$ cat src/rtl/dmem_arb_pkg.sv
// Shared types for the data-memory arbiter: ownership state and the
// write-type encodings understood by the data memory.
package dmem_arb_pkg;

    typedef enum logic [1:0] {
        IDLE = 2'd0,
        OWN0 = 2'd1,
        OWN1 = 2'd2
    } own_e;

    localparam logic [2:0] WT_BYTE  = 3'b000;
    localparam logic [2:0] WT_HALF  = 3'b001;
    localparam logic [2:0] WT_WORD  = 3'b010;
    localparam logic [2:0] WT_BYTEU = 3'b100;
    localparam logic [2:0] WT_HALFU = 3'b101;

endpackage

$ cat src/rtl/dmem_arbiter_if.sv
// One requester's view of the shared data-memory port: request side
// (master = requester) and arbiter side (slave).
interface dmem_arbiter_if #(
    parameter int ADDR_W = 32,
    parameter int DATA_W = 32
);

    logic              req;
    logic              lock;
    logic              we;
    logic [2:0]        wtype;
    logic [ADDR_W-1:0] addr;
    logic [DATA_W-1:0] wdata;
    logic              gnt;
    logic              rvalid;
    logic [DATA_W-1:0] rdata;

    modport master (
        output req, lock, we, wtype, addr, wdata,
        input  gnt, rvalid, rdata
    );

    modport slave (
        input  req, lock, we, wtype, addr, wdata,
        output gnt, rvalid, rdata
    );

endinterface

$ cat src/rtl/dmem_arb_lock_timer.sv
// Counts consecutive locked grants to one owner and flags expiry
// once LOCK_MAX further grants have been taken under the lock.
module dmem_arb_lock_timer #(
    parameter int LOCK_MAX = 16
) (
    input  logic clk,
    input  logic rst,
    input  logic hold,
    output logic expired
);

    localparam int CW = $clog2(LOCK_MAX + 1);

    logic [CW-1:0] lcnt_q;
    logic [CW-1:0] lcnt_d;

    assign expired = (lcnt_q >= CW'(LOCK_MAX));

    always_comb begin
        lcnt_d = '0;
        if (hold) begin
            lcnt_d = lcnt_q + 1'b1;
        end
    end

    always_ff @(posedge clk) begin
        if (rst) begin
            lcnt_q <= '0;
        end else begin
            lcnt_q <= lcnt_d;
        end
    end

endmodule

$ cat src/rtl/dmem_arbiter.sv
// Round-robin arbiter sharing one data-memory port between two requesters,
// with bounded locking. Define DMEM_ARB_STATS_EN for grant/conflict counters.
module dmem_arbiter
    import dmem_arb_pkg::*;
#(
    parameter int ADDR_W   = 32,
    parameter int DATA_W   = 32,
    parameter int LOCK_MAX = 16
) (
    input  logic              clk,
    input  logic              rst,
    dmem_arbiter_if.slave     r0,
    dmem_arbiter_if.slave     r1,
    output logic              mem_we,
    output logic [2:0]        mem_wtype,
    output logic [ADDR_W-1:0] mem_addr,
    output logic [DATA_W-1:0] mem_wdata,
    input  logic [DATA_W-1:0] mem_rdata
`ifdef DMEM_ARB_STATS_EN
    ,
    output logic [31:0]       stat_gnt0,
    output logic [31:0]       stat_gnt1,
    output logic [31:0]       stat_conflict
`endif
);

    own_e own_q, own_d;
    logic prio_q, prio_d;
    logic rv0_q, rv0_d;
    logic rv1_q, rv1_d;
    logic win0, win1, sel1;
    logic expired, hold;

    dmem_arb_lock_timer #(
        .LOCK_MAX(LOCK_MAX)
    ) u_lock_timer (
        .clk    (clk),
        .rst    (rst),
        .hold   (hold),
        .expired(expired)
    );

    // An expired owner must yield to a waiting peer regardless of prio.
    always_comb begin
        win0   = 1'b0;
        win1   = 1'b0;
        sel1   = 1'b0;
        prio_d = prio_q;
        if (rst) begin
            win0 = 1'b0;
        end else if (own_q == OWN0 && r0.req && !expired) begin
            win0 = 1'b1;
        end else if (own_q == OWN1 && r1.req && !expired) begin
            win1 = 1'b1;
        end else if (r0.req && r1.req) begin
            sel1   = expired ? (own_q == OWN0) : prio_q;
            win1   = sel1;
            win0   = !sel1;
            prio_d = !sel1;
        end else begin
            win0 = r0.req;
            win1 = r1.req;
        end
    end

    always_comb begin
        own_d = IDLE;
        if (win0 && r0.lock) begin
            own_d = OWN0;
        end else if (win1 && r1.lock) begin
            own_d = OWN1;
        end
        hold  = (own_d != IDLE) && (own_d == own_q) && !expired;
        rv0_d = win0 && !r0.we;
        rv1_d = win1 && !r1.we;
    end

    always_comb begin
        mem_we    = 1'b0;
        mem_wtype = '0;
        mem_addr  = '0;
        mem_wdata = '0;
        if (win0) begin
            mem_we    = r0.we;
            mem_wtype = r0.wtype;
            mem_addr  = r0.addr;
            mem_wdata = r0.wdata;
        end else if (win1) begin
            mem_we    = r1.we;
            mem_wtype = r1.wtype;
            mem_addr  = r1.addr;
            mem_wdata = r1.wdata;
        end
    end

    always_ff @(posedge clk) begin
        if (rst) begin
            own_q  <= IDLE;
            prio_q <= 1'b0;
            rv0_q  <= 1'b0;
            rv1_q  <= 1'b0;
        end else begin
            own_q  <= own_d;
            prio_q <= prio_d;
            rv0_q  <= rv0_d;
            rv1_q  <= rv1_d;
        end
    end

    assign r0.gnt    = win0;
    assign r1.gnt    = win1;
    assign r0.rvalid = rv0_q;
    assign r1.rvalid = rv1_q;
    assign r0.rdata  = rv0_q ? mem_rdata : '0;
    assign r1.rdata  = rv1_q ? mem_rdata : '0;

`ifdef DMEM_ARB_STATS_EN
    logic [31:0] sg0_q, sg0_d;
    logic [31:0] sg1_q, sg1_d;
    logic [31:0] scf_q, scf_d;

    always_comb begin
        sg0_d = sg0_q + {31'd0, win0};
        sg1_d = sg1_q + {31'd0, win1};
        scf_d = scf_q + {31'd0, r0.req && r1.req};
    end

    always_ff @(posedge clk) begin
        if (rst) begin
            sg0_q <= '0;
            sg1_q <= '0;
            scf_q <= '0;
        end else begin
            sg0_q <= sg0_d;
            sg1_q <= sg1_d;
            scf_q <= scf_d;
        end
    end

    assign stat_gnt0     = sg0_q;
    assign stat_gnt1     = sg1_q;
    assign stat_conflict = scf_q;
`endif

endmodule

$ cat src/flat_wrapper.sv
// flat-port wrapper written by rule: the top's interface ports become plain ports
module dmem_arbiter_flat import dmem_arb_pkg::*;
#(
    parameter int ADDR_W   = 32,
    parameter int DATA_W   = 32,
    parameter int LOCK_MAX = 16
)
  (clk, rst, mem_we, mem_wtype, mem_addr, mem_wdata, mem_rdata, r0_req, r0_lock, r0_we, r0_wtype, r0_addr, r0_wdata, r0_gnt, r0_rvalid, r0_rdata, r1_req, r1_lock, r1_we, r1_wtype, r1_addr, r1_wdata, r1_gnt, r1_rvalid, r1_rdata);
  dmem_arbiter_if #(.ADDR_W(ADDR_W), .DATA_W(DATA_W)) r0_i ();
  dmem_arbiter_if #(.ADDR_W(ADDR_W), .DATA_W(DATA_W)) r1_i ();
  input  logic clk;
  input  logic rst;
  output logic mem_we;
  output logic [2:0] mem_wtype;
  output logic [ADDR_W-1:0] mem_addr;
  output logic [DATA_W-1:0] mem_wdata;
  input  logic [DATA_W-1:0] mem_rdata;
  input wire logic [$bits(r0_i.req)-1:0] r0_req;
  input wire logic [$bits(r0_i.lock)-1:0] r0_lock;
  input wire logic [$bits(r0_i.we)-1:0] r0_we;
  input wire logic [$bits(r0_i.wtype)-1:0] r0_wtype;
  input wire logic [$bits(r0_i.addr)-1:0] r0_addr;
  input wire logic [$bits(r0_i.wdata)-1:0] r0_wdata;
  output wire logic [$bits(r0_i.gnt)-1:0] r0_gnt;
  output wire logic [$bits(r0_i.rvalid)-1:0] r0_rvalid;
  output wire logic [$bits(r0_i.rdata)-1:0] r0_rdata;
  input wire logic [$bits(r1_i.req)-1:0] r1_req;
  input wire logic [$bits(r1_i.lock)-1:0] r1_lock;
  input wire logic [$bits(r1_i.we)-1:0] r1_we;
  input wire logic [$bits(r1_i.wtype)-1:0] r1_wtype;
  input wire logic [$bits(r1_i.addr)-1:0] r1_addr;
  input wire logic [$bits(r1_i.wdata)-1:0] r1_wdata;
  output wire logic [$bits(r1_i.gnt)-1:0] r1_gnt;
  output wire logic [$bits(r1_i.rvalid)-1:0] r1_rvalid;
  output wire logic [$bits(r1_i.rdata)-1:0] r1_rdata;
  assign r0_i.req = r0_req;
  assign r0_i.lock = r0_lock;
  assign r0_i.we = r0_we;
  assign r0_i.wtype = r0_wtype;
  assign r0_i.addr = r0_addr;
  assign r0_i.wdata = r0_wdata;
  assign r0_gnt = r0_i.gnt;
  assign r0_rvalid = r0_i.rvalid;
  assign r0_rdata = r0_i.rdata;
  assign r1_i.req = r1_req;
  assign r1_i.lock = r1_lock;
  assign r1_i.we = r1_we;
  assign r1_i.wtype = r1_wtype;
  assign r1_i.addr = r1_addr;
  assign r1_i.wdata = r1_wdata;
  assign r1_gnt = r1_i.gnt;
  assign r1_rvalid = r1_i.rvalid;
  assign r1_rdata = r1_i.rdata;
  dmem_arbiter #(.ADDR_W(ADDR_W), .DATA_W(DATA_W), .LOCK_MAX(LOCK_MAX)) u_core (.clk(clk), .rst(rst), .r0(r0_i), .r1(r1_i), .mem_we(mem_we), .mem_wtype(mem_wtype), .mem_addr(mem_addr), .mem_wdata(mem_wdata), .mem_rdata(mem_rdata));
endmodule
$ cat config.mk
export PLATFORM = sky130hd
export DESIGN_NAME = dmem_arbiter_flat
export DESIGN_NICKNAME = d
export VERILOG_FILES = /design/src/rtl/dmem_arb_pkg.sv /design/src/rtl/dmem_arbiter_if.sv /design/src/rtl/dmem_arb_lock_timer.sv /design/src/rtl/dmem_arbiter.sv /design/src/flat_wrapper.sv
export SDC_FILE = /design/constraint.sdc
export NUM_CORES = 1
export LEC_CHECK = 0
export CORE_AREA = 2 2 120 122
export CTS_BUF_LIST = sky130_fd_sc_hd__clkbuf_8
export DETAILED_ROUTE_END_ITERATION = 7
export DIE_AREA = 0 0 122 124
export HOLD_SLACK_MARGIN = 0.06
export SLEW_MARGIN = 20
export SYNTH_ARGS = -nofsm -noshare
export SYNTH_HDL_FRONTEND = slang
export SYNTH_HIERARCHICAL = 1
export SYNTH_SLANG_ARGS = --single-unit
$ cat constraint.sdc
create_clock -name clk -period 4.4 [get_ports clk]
set_input_delay 0.88 -clock clk [delete_from_list [all_inputs] [get_ports clk]]
set_output_delay 0.88 -clock clk [all_outputs]
set_load 0.05 [all_outputs]
# Word-level counts from Yosys, hierarchy flattened
# Index checks and enable logic that the tools add are counted.
# op_classes
n_lt_le_gt_ge	1
addsub	1
bitwise	3
eq_ne	3
n_reduce_logical	18
mux	21
# op_table
cell	count
$mux W32	6
$logic_and A1 B1 Y1	11
$mux W1	11
$mux W3	2
$add A5 B1 Y5 const B	1
$ge A5 B5 Y1 const B	1
$logic_not A1 Y1	4
$mux W2	2
$not A1 Y1	3
$reduce_and A3 Y1	1
$eq A2 B1 Y1 const B	1
$eq A2 B2 Y1	1
$eq A2 B2 Y1 const B	1
$reduce_bool A2 Y1	1
$reduce_or A2 Y1	1
# totals
input_bits	174
output_inout_bits	136
word_cells	52
regBits	10

# Logic depth before layout (Yosys ltp)
# Gate-level depths: netlist of run 1.
# logic_depth
depth_word	14
mapped_depth	5
mapped_depth_nobuf	5

# Cells and area by module
# Netlist of run 1, hierarchy kept.
# by_module_without_submodules
module	area_each_um2	instances	seq_area_each_um2	cells_each
dmem_arbiter	1488.9	1	100.1	184
dmem_arb_lock_timer	230.2	1	100.1	24

# Worst setup path before layout of run 1
# No wires, ideal clock.
# synth_timing
kind	input -> output
start	input port r0_req
end	output port mem_addr[24]
t_required_ns	3.520
path_stages	4
setup_slack_ns	1.277
path_buffers	1
arrival_ns	2.243
path_cell_list	nor3b_1 -> a311oi_4 -> buf_6 -> a22o_1
# synth_between
elab_chain_len	7
word_cells_on_any_way	13
cone_classes	mux: 10; reduce/logical: 3
# synth_lines
element	line_no	text
from (decl)	flat_wrapper.sv:18	input wire logic [$bits(r0_i.req)-1:0] r0_req;
$logic_and A1 B1 Y1	dmem_arbiter.sv:55	end else if (r0.req && r1.req) begin
$mux W1	dmem_arbiter.sv:55	
$mux W1	dmem_arbiter.sv:53	end else if (own_q == OWN1 && r1.req && !expired) begin
$mux W1 *	dmem_arbiter.sv:51	end else if (own_q == OWN0 && r0.req && !expired) begin
$mux W1 *	dmem_arbiter.sv:49	if (rst) begin
net r1_gnt	flat_wrapper.sv:33	output wire logic [$bits(r1_i.gnt)-1:0] r1_gnt;
$mux W32 *	dmem_arbiter.sv:88	end else if (win1) begin
$mux W32 *	dmem_arbiter.sv:83	if (win0) begin
to (decl)	flat_wrapper.sv:15	output logic [ADDR_W-1:0] mem_addr;
# The timed path passes the listed nets; every way through them passes the cells marked *.

# Worst setup path in the final report of run 1
# layout_timing
start	input port r0_req
end	output port mem_addr[15]
# layout_between
elab_chain_len	7
word_cells_on_any_way	13
cone_classes	mux: 10; reduce/logical: 3
# layout_lines
element	line_no
$logic_and A1 B1 Y1	dmem_arbiter.sv:55
$mux W1	dmem_arbiter.sv:55
$mux W1	dmem_arbiter.sv:53
$mux W1	dmem_arbiter.sv:51
$mux W1	dmem_arbiter.sv:49
$mux W32	dmem_arbiter.sv:88
$mux W32 *	dmem_arbiter.sv:83
# Every way passes the cells marked *; elsewhere a longest branch is shown, timed or not.

==> out/summary.log, run 1 <==
qor: die.initial_utilization 12.5%
qor: finish.insertedDiodeCount 0
qor: global_routing.grt_antenna_before_repair 0
qor: setup_path.cp.arrival 2.79 ns
qor: sta.worstMarginPinSlew 0.797 ns
qor: clocking.cts_made_buffers 3
qor: sta.final.setup.tns 0 ns
qor: clocking.clock_pin_slew_on_the_worst_setup_and_hold_paths 0.05 ns
qor: logic_synthesis.post_synth_inst_count 208
qor: setup_path.path_cells clkdlybuf4s50_1 > nand2b_1 > a31oi_4 > buf_12 > a22o_1 > buf_12
qor: setup_path.cp_slowest_stage_delay 0.60 ns
qor: global_routing.first_global_vias 2961
qor: drt.detail-route-antenna-nets 0
qor: global_routing.aggregate_global_route_resource_usage 14.4%
qor: sta.rsz0062_at_grt false
qor: sta.finalHoldViolCount 0
qor: global_routing.grt_overflow 0
qor: sta.timing_max_transition_violations_final 0
qor: setup_path.worstSetupEndpointType primary output
qor: setup_path.critPathTopFamily buffers and inverters
qor: drt.avgViaCountPerCell 4.12
qor: logic_synthesis.synth_cell_type_count 29
qor: sta.max_freq 0.272 GHz
qor: power.vdd_drop_max 0.0844 mV
qor: setup_path.worstSetupStartpointType input pin
qor: power.power_density 165 nW/um2
qor: sta.setup_viol_count_final 0
qor: sta.timing.max_slew.rel_slack 46.8%
qor: drt.drt_first_iter_violations 125
qor: logic_synthesis.synth_warnings 6
qor: drt.routed-via-count 2812
qor: run_status.run_status complete, no violations
qor: clocking.clockRootBuffer clkbuf_8
qor: setup_path.critical_path.most_common_cell buf_12
qor: clocking.clk_path_buf_depth 2
qor: die.io_pins 310
qor: clocking.cts.sink_count 10
qor: setup_path.crit_fanout 61
qor: clocking.cts_resized 0
qor: drt.drt-wirelength-per-cell 17.5 um
qor: die.dieArea 15100 um2
qor: logic_synthesis.dominantRegCellSynth dfxtp_1
qor: setup_path.crit_buf_inv 3
qor: min_path.holdCritPathClass flip-flop to flip-flop
qor: placement.place.port_buffers 309
qor: global_routing.first_pass_grt_wire_length 16.8 mm
qor: placement.dp_hpwl 10.4 mm
qor: clocking.postCtsSetupRepairBufs 0
qor: global_routing.grt_start_max_net_pins 63
qor: setup_path.cpMaxStageDelayCell clkdlybuf4s50_1
qor: logic_synthesis.syn_avg_cell_area 8.27 um2
qor: logic_synthesis.synth_enable_flop_cells 0
qor: logic_synthesis.synth.yosys.seq_area_share 11.6%
qor: die.core.rowCount 43
qor: setup_path.cp_data_required_time 3.52 ns
qor: power.power.leakage 2.18 nW
qor: drt.route.detailed.drc 0
qor: finish.ratio_of_cells_with_drive_above_1_in_the_final_layout 16.1%
qor: sta.period_share 83.5%
qor: die.die_width 122 um
qor: setup_path.criticalPathCategory input pin to primary output
qor: sta.fin_worst_skew 0.00157 ns
qor: power.total_power 0.931 mW
qor: drt.drt_wl_total 11.9 mm
qor: job.timing.max_cap.violations 0
qor: logic_synthesis.post_synth_instance_area 1720 um2
qor: logic_synthesis.ys_async_sr_fraction 0%
qor: die.die_height 124 um
qor: clocking.ctsHtreeMaxLevel 1
qor: finish.finalNetCount 680
qor: drt.drt_pass1_iterations 4
qor: finish.syn2layout_area_growth 228%
qor: clocking.post_cts_hold_buffer_count 0
qor: setup_path.r2r_slack 2.59 ns
qor: sta.final_min_period 3.67 ns
qor: logic_synthesis.mappedNetlistNets 384
qor: logic_synthesis.ys_ff_latch 10
qor: placement.globalplace.congestion 0.754
qor: clocking.worst_skew_pair.late_latency 0.24 ns
qor: clocking.tritoncts built
qor: die.design.core.area 13700 um2
==> layer usage <==
layer	GRT usage, %	routed length, um	part of all wire (%)
met5	0	0	0
met2	27.4	6270	53
met4	2.87	182	1.5
met3	4.12	1210	10
met1	15.8	4270	36
==> synthesized netlist by cell type (2+ instances only) <==
cell | instances | area share (%)
a22o_1 | 68 | 35
and2_1 | 66 | 24
and2b_1 | 2 | 0.87
buf_6 | 14 | 9.2
clkbuf_1 | 7 | 1.5
dfxtp_1 | 10 | 12
ha_1 | 2 | 1.5
inv_1 | 4 | 0.87
mux2i_1 | 2 | 1.2
nand2_1 | 2 | 0.44
nand2b_1 | 2 | 0.73
nand3_1 | 2 | 0.58
nand3b_1 | 4 | 1.7
nor2_1 | 5 | 1.1
nor3b_1 | 2 | 0.87
or3b_1 | 2 | 1.0
xnor2_1 | 2 | 1.0
==> stage by stage <==
stage / instance area [um2] / hold slack (ns) / utilization (%) / std cells / worst slack, ns
2_1_floorplan: 1720 / 0.430 / - / 208 / 1.28
3_3_place_gp: 5590 / 0.447 / 40.7 / 679 / 0.786
3_5_place_dp: 5590 / 0.458 / 40.7 / 679 / 0.737
4_1_cts: 5640 / 0.470 / 41.1 / 683 / 0.736
5_1_grt: 5640 / 0.489 / 41.1 / 683 / 0.633
6_report: 5640 / 0.464 / 41.1 / 683 / 0.726
==> sequential cells by signal, indices dropped and copies added, names as in the netlist <==
| name | flops |
|---|---|
| u_core/prio_q | 1 |
| u_core/r0.rvalid | 1 |
| u_core/own_q | 2 |
| u_core/r1.rvalid | 1 |
| u_core/u_lock_timer/lcnt_q | 5 |
==> worst reg2reg max path, stage by stage, from the launching register on <==
cell	delay, ns
dfxtp_1	0.33
nand2b_2	0.22
a211o_1	0.34
a31oi_4	0.38
buf_12	0.30
and2_1	0.18
==> placed cells by master, fill, tap and decap left out, drive strengths merged, types with 3 or more instances in the layout <==
master / instances
inv: 4
dfxtp: 10
clkbuf: 4
nand3b: 4
a22o: 68
buf: 73
nor2: 5
nand2b: 3
clkdlybuf4s50: 239
and2: 66
==> cell families after synthesis <==
kind of cell               after synthesis  share of synthesized area (%)
AOI/OAI and AO/OA                       75                           39.5
xor gates and xnor gates                 2                           1.02
adders and majority gates                2                           1.46
buffers and inverters                   25                           11.6
DFF                                     10                           11.6
muxes                                    2                           1.16
and+or+nand+nor                         92                           33.6
==> worst paths after layout <==
kind,startpoint,end,cells after the start
setup / recovery,r0_req,mem_addr[15],6
hold / removal,u_core/u_lock_timer/lcnt_q[0],u_core/u_lock_timer/lcnt_q[0],1
setup reg to reg,u_core/own_q[1],u_core/own_q[0],5
hold reg to reg,u_core/u_lock_timer/lcnt_q[0],u_core/u_lock_timer/lcnt_q[0],1
==> report_power, final <==
| part | total [mW] | switching (mW) | internal, mW |
|---|---|---|---|
| clock network | 0.115 | 0.0367 | 0.0787 |
| logic | 0.716 | 0.342 | 0.374 |
| registers | 0.0999 | 0.00680 | 0.0931 |
==> layout make-up <==
| class | instances | area, um2 |
|---|---|---|
| inverter | 4 | 15.0 |
| clock buffer | 4 | 55.1 |
| timing repair buffer | 312 | 3830 |
| fill | 1358 | 8080 |
| tap | 180 | 225 |
| sequential | 10 | 200 |
| multi-input combinational | 173 | 1320 |
(Power assumes the default switching activity.)
==> inputs of run 2 (changes only) <==
--- a/config.mk
+++ b/config.mk
@@ -5,10 +5,10 @@
 export SDC_FILE = /design/constraint.sdc
 export NUM_CORES = 1
 export LEC_CHECK = 0
-export CORE_AREA = 2 2 120 122
+export CORE_AREA = 2 2 122 124
 export CTS_BUF_LIST = sky130_fd_sc_hd__clkbuf_8
 export DETAILED_ROUTE_END_ITERATION = 7
-export DIE_AREA = 0 0 122 124
+export DIE_AREA = 0 0 124 126
 export HOLD_SLACK_MARGIN = 0.06
 export SLEW_MARGIN = 20
 export SYNTH_ARGS = -nofsm -noshare
==> constraint.sdc (replaced) <==
create_clock -name clk -period 3.7 [get_ports clk]
set_input_delay 0.74 -clock clk [delete_from_list [all_inputs] [get_ports clk]]
set_output_delay 0.74 -clock clk [all_outputs]
set_load 0.05 [all_outputs]
==> run 2 against run 1 <==
Effect of this change:
- sequential share of layout area about the same
- clock skew decreased by 0.00063 ns
- final area rose by 0.18%
- die area increased by 3.3%
- power rose by 19%
- cell count increased by 0.44%
- critical endpoint is now mem_wdata[15]
- largest cell class unchanged
- largest power group unchanged
==> out/summary.log, run 2 (same netlist as run 1, synthesis figures left out) <==
qor: setup_path.critPathTopFamily buffers and inverters [unchanged]
qor: placement.place.port_buffers 309 [unchanged]
qor: placement.dp_hpwl 9.85 mm [was 10.4 mm]
qor: die.io_pins 310 [unchanged]
qor: power.vdd_drop_max 0.0863 mV [was 0.0844 mV]
qor: sta.fin_worst_skew 0.000946 ns [was 0.00157 ns]
qor: finish.insertedDiodeCount 0 [unchanged]
qor: sta.setup_viol_count_final 0 [unchanged]
qor: global_routing.first_pass_grt_wire_length 16.2 mm [was 16.8 mm]
qor: sta.finalWorstSetupSlack 0.283 ns [was 0.726 ns]
qor: finish.ratio_of_cells_with_drive_above_1_in_the_final_layout 15.9% [was 16.1%]
qor: die.die_width 124 um [was 122 um]
qor: placement.globalplace.congestion 0.864 [was 0.754]
qor: die.initial_utilization 12.0% [was 12.5%]
qor: drt.drt-wirelength-per-cell 16.4 um [was 17.5 um]
qor: drt.route.detailed.drc 0 [unchanged]
qor: drt.drt_first_iter_violations 49 [was 125]
qor: finish.finalNetCount 679 [was 680]
qor: sta.timing.max_slew.rel_slack 45.4% [was 46.8%]
qor: sta.period_share 92.3%
qor: finish.layout_top_registers u_core/u_lock_timer/lcnt_q x5, u_core/own_q x2 [unchanged]
qor: sta.finalHoldViolCount 0 [unchanged]
qor: finish.layout.cells.most_common_list clkdlybuf4s50_1 (239), buf_12 (72), a22o_1 (68) [was clkdlybuf4s50_1 (239), buf_12 (71), a22o_1 (68)]
qor: power.power.leakage 2.18 nW [about the same]
qor: die.die_height 126 um [was 124 um]
qor: run_status.run_status complete, no violations [unchanged]
qor: clocking.cts_made_buffers 3 [unchanged]
qor: setup_path.worstSetupStartpointType input pin [unchanged]
qor: clocking.clockRootBuffer clkbuf_8 [unchanged]
qor: sta.hold_slack 0.464 ns [about the same]
qor: power.p_comb_share 77.0% [was 76.9%]
qor: setup_path.crit_fanout 69 [was 61]
qor: min_path.min-delay-start u_core/u_lock_timer/lcnt_q[0] [unchanged]
qor: power.power.clock.fraction 12.3% [was 12.4%]
qor: setup_path.r2r_start u_core/own_q[1] [unchanged]
qor: finish.syn2layout_area_growth 229% [was 228%]
qor: die.design.core.area 14300 um2 [was 13700 um2]
qor: setup_path.cpMaxStageDelayCell clkdlybuf4s50_1 [unchanged]
qor: die.dieArea 15600 um2 [was 15100 um2]
qor: clocking.ctsHtreeMaxLevel 1 [unchanged]
qor: setup_path.cp_data_required_time 2.96 ns [was 3.52 ns]
qor: global_routing.grt_start_max_net_pins 70 [was 63]
qor: setup_path.critical_path.most_common_cell buf_12 [unchanged]
qor: drt.routed-via-count 2850 [was 2812]
qor: sta.final_min_period 3.42 ns
qor: power.netSwitchingFraction 41.5% [was 41.4%]
qor: setup_path.cp_slowest_stage_delay 0.54 ns [was 0.60 ns]
qor: finish.layout.core_utilization 39.5% [was 41.1%]
qor: job.timing.max_cap.violations 0 [unchanged]
qor: sta.timing_max_transition_violations_final 0 [unchanged]
qor: global_routing.first_global_vias 2858 [was 2961]
qor: setup_path.cp.arrival 2.68 ns [was 2.79 ns]
qor: setup_path.crit_buf_inv 3 [unchanged]
qor: setup_path.criticalPathCategory input pin to primary output [unchanged]
qor: clocking.cts.sink_count 10 [unchanged]
qor: finish.n_fill_cell 1410 [was 1358]
qor: power.power_density 196 nW/um2 [was 165 nW/um2]
qor: drt.drt_wl_total 11.3 mm [was 11.9 mm]
qor: global_routing.aggregate_global_route_resource_usage 13.4% [was 14.4%]
qor: drt.avgViaCountPerCell 4.15 [was 4.12]
qor: power.p_sw 0.460 mW [was 0.386 mW]
qor: power.total_power 1.11 mW [was 0.931 mW]
qor: die.core.rowCount 44 [was 43]
qor: sta.final.setup.tns 0 ns [unchanged]
qor: finish.layout.cells.most_common clkdlybuf4s50_1 [unchanged]
qor: finish.largest_reg_flops 5 [unchanged]
qor: clocking.tritoncts built [unchanged]
qor: min_path.holdCritPathClass flip-flop to flip-flop [unchanged]
qor: drt.detail-route-antenna-nets 0 [unchanged]
qor: global_routing.grt_antenna_before_repair 0 [unchanged]
qor: sta.worstMarginPinSlew 0.818 ns [was 0.797 ns]
qor: setup_path.startpoint r0_req [unchanged]
qor: finish.largest-register u_core/u_lock_timer/lcnt_q [unchanged]
qor: clocking.postCtsSetupRepairBufs 0 [unchanged]
qor: sta.max_freq 0.293 GHz
qor: setup_path.path_cells clkdlybuf4s50_1 > nor3b_1 > a311oi_4 > buf_12 > a22o_1 > buf_12 [was clkdlybuf4s50_1 > nand2b_1 > a31oi_4 > buf_12 > a22o_1 > buf_12]
qor: global_routing.grt_overflow 0 [unchanged]
qor: power.cell_internal_pwr 0.649 mW [was 0.546 mW]
qor: clocking.clock_pin_slew_on_the_worst_setup_and_hold_paths 0.05 ns [about the same]
qor: power.seq_power_share 10.7% [about the same]
qor: clocking.cts_resized 0 [unchanged]
qor: placement.post-place-ws 0.293 ns [was 0.737 ns]
qor: setup_path.worstSetupEndpointType primary output [unchanged]
qor: clocking.worst_skew_pair.late_latency 0.24 ns [about the same]
qor: clocking.clk_path_buf_depth 2 [unchanged]
qor: clocking.post_cts_hold_buffer_count 0 [unchanged]
qor: sta.rsz0062_at_grt false [unchanged]
qor: drt.drt_pass1_iterations 4 [unchanged]
run 2: cell count changes in the layout (fill, tap and decap cells not counted):
cell	delta
buf_4	-2
buf_12	+1
run 2: metrics by stage:
step                      cell area (um2)  cells
after floorplan                      1720    208
after global placement               5600    682
after detailed placement             5600    682
after CTS                            5650    686
after global routing                 5650    686
final                                5650    686
run 2: worst reg2reg max path, delay by kind of cell, from the launching register on:
kind | cells | cell delay (ns)
and+or+nand+nor | 3 | 1.00
DFF | 1 | 0.34
AOI/OAI and AO/OA | 1 | 0.18
muxes | 1 | 0.12
run 2: worst paths after layout:
path                                   endpoint  slack, ns  cells past startpoint
hold reg to reg   u_core/u_lock_timer/lcnt_q[0]       0.46                      1
setup / recovery                  mem_wdata[15]       0.28                      6
setup reg to reg  u_core/u_lock_timer/lcnt_q[4]       1.99                      5
hold / removal    u_core/u_lock_timer/lcnt_q[0]       0.46                      1
run 2: area by class of cell:
class	instances	area [um2]	area share (%)
timing repair buffer	311	3830	67.8
multi-input combinational	173	1320	23.3
tap	184	230	4.07
sequential	10	200	3.54
clock buffer	4	55.1	0.974
inverter	4	15.0	0.266
run 2: metal layers:
layer,global-route usage [%],wire length (um),vias up
li1,-,-,1356
met1,12.7,3520,1281
met2,26.9,6120,205
met3,5.34,1470,8
met4,2.12,157,0
met5,0,0,-
run 2: power by group through the flow:
stage	Clock [mW]	Sequential [mW]	Combinational [mW]
6_report	0.137	0.119	0.854
5_1_grt	0.148	0.120	0.888
4_1_cts	0.142	0.119	0.862
3_5_place_dp	0	0.121	0.860
3_3_place_gp	0	0.120	0.857
2_1_floorplan	0	0.118	0.373
==> inputs of run 3 (changes only) <==
--- a/config.mk
+++ b/config.mk
@@ -6,7 +6,7 @@
 export NUM_CORES = 1
 export LEC_CHECK = 0
 export CORE_AREA = 2 2 122 124
-export CTS_BUF_LIST = sky130_fd_sc_hd__clkbuf_8
+export CTS_BUF_LIST = sky130_fd_sc_hd__clkbuf_2 sky130_fd_sc_hd__clkbuf_4 sky130_fd_sc_hd__clkbuf_8
 export DETAILED_ROUTE_END_ITERATION = 7
 export DIE_AREA = 0 0 124 126
 export HOLD_SLACK_MARGIN = 0.06
==> results of run 3 <==
No change in the layout: final DEF, timing and power equal those of run 2.
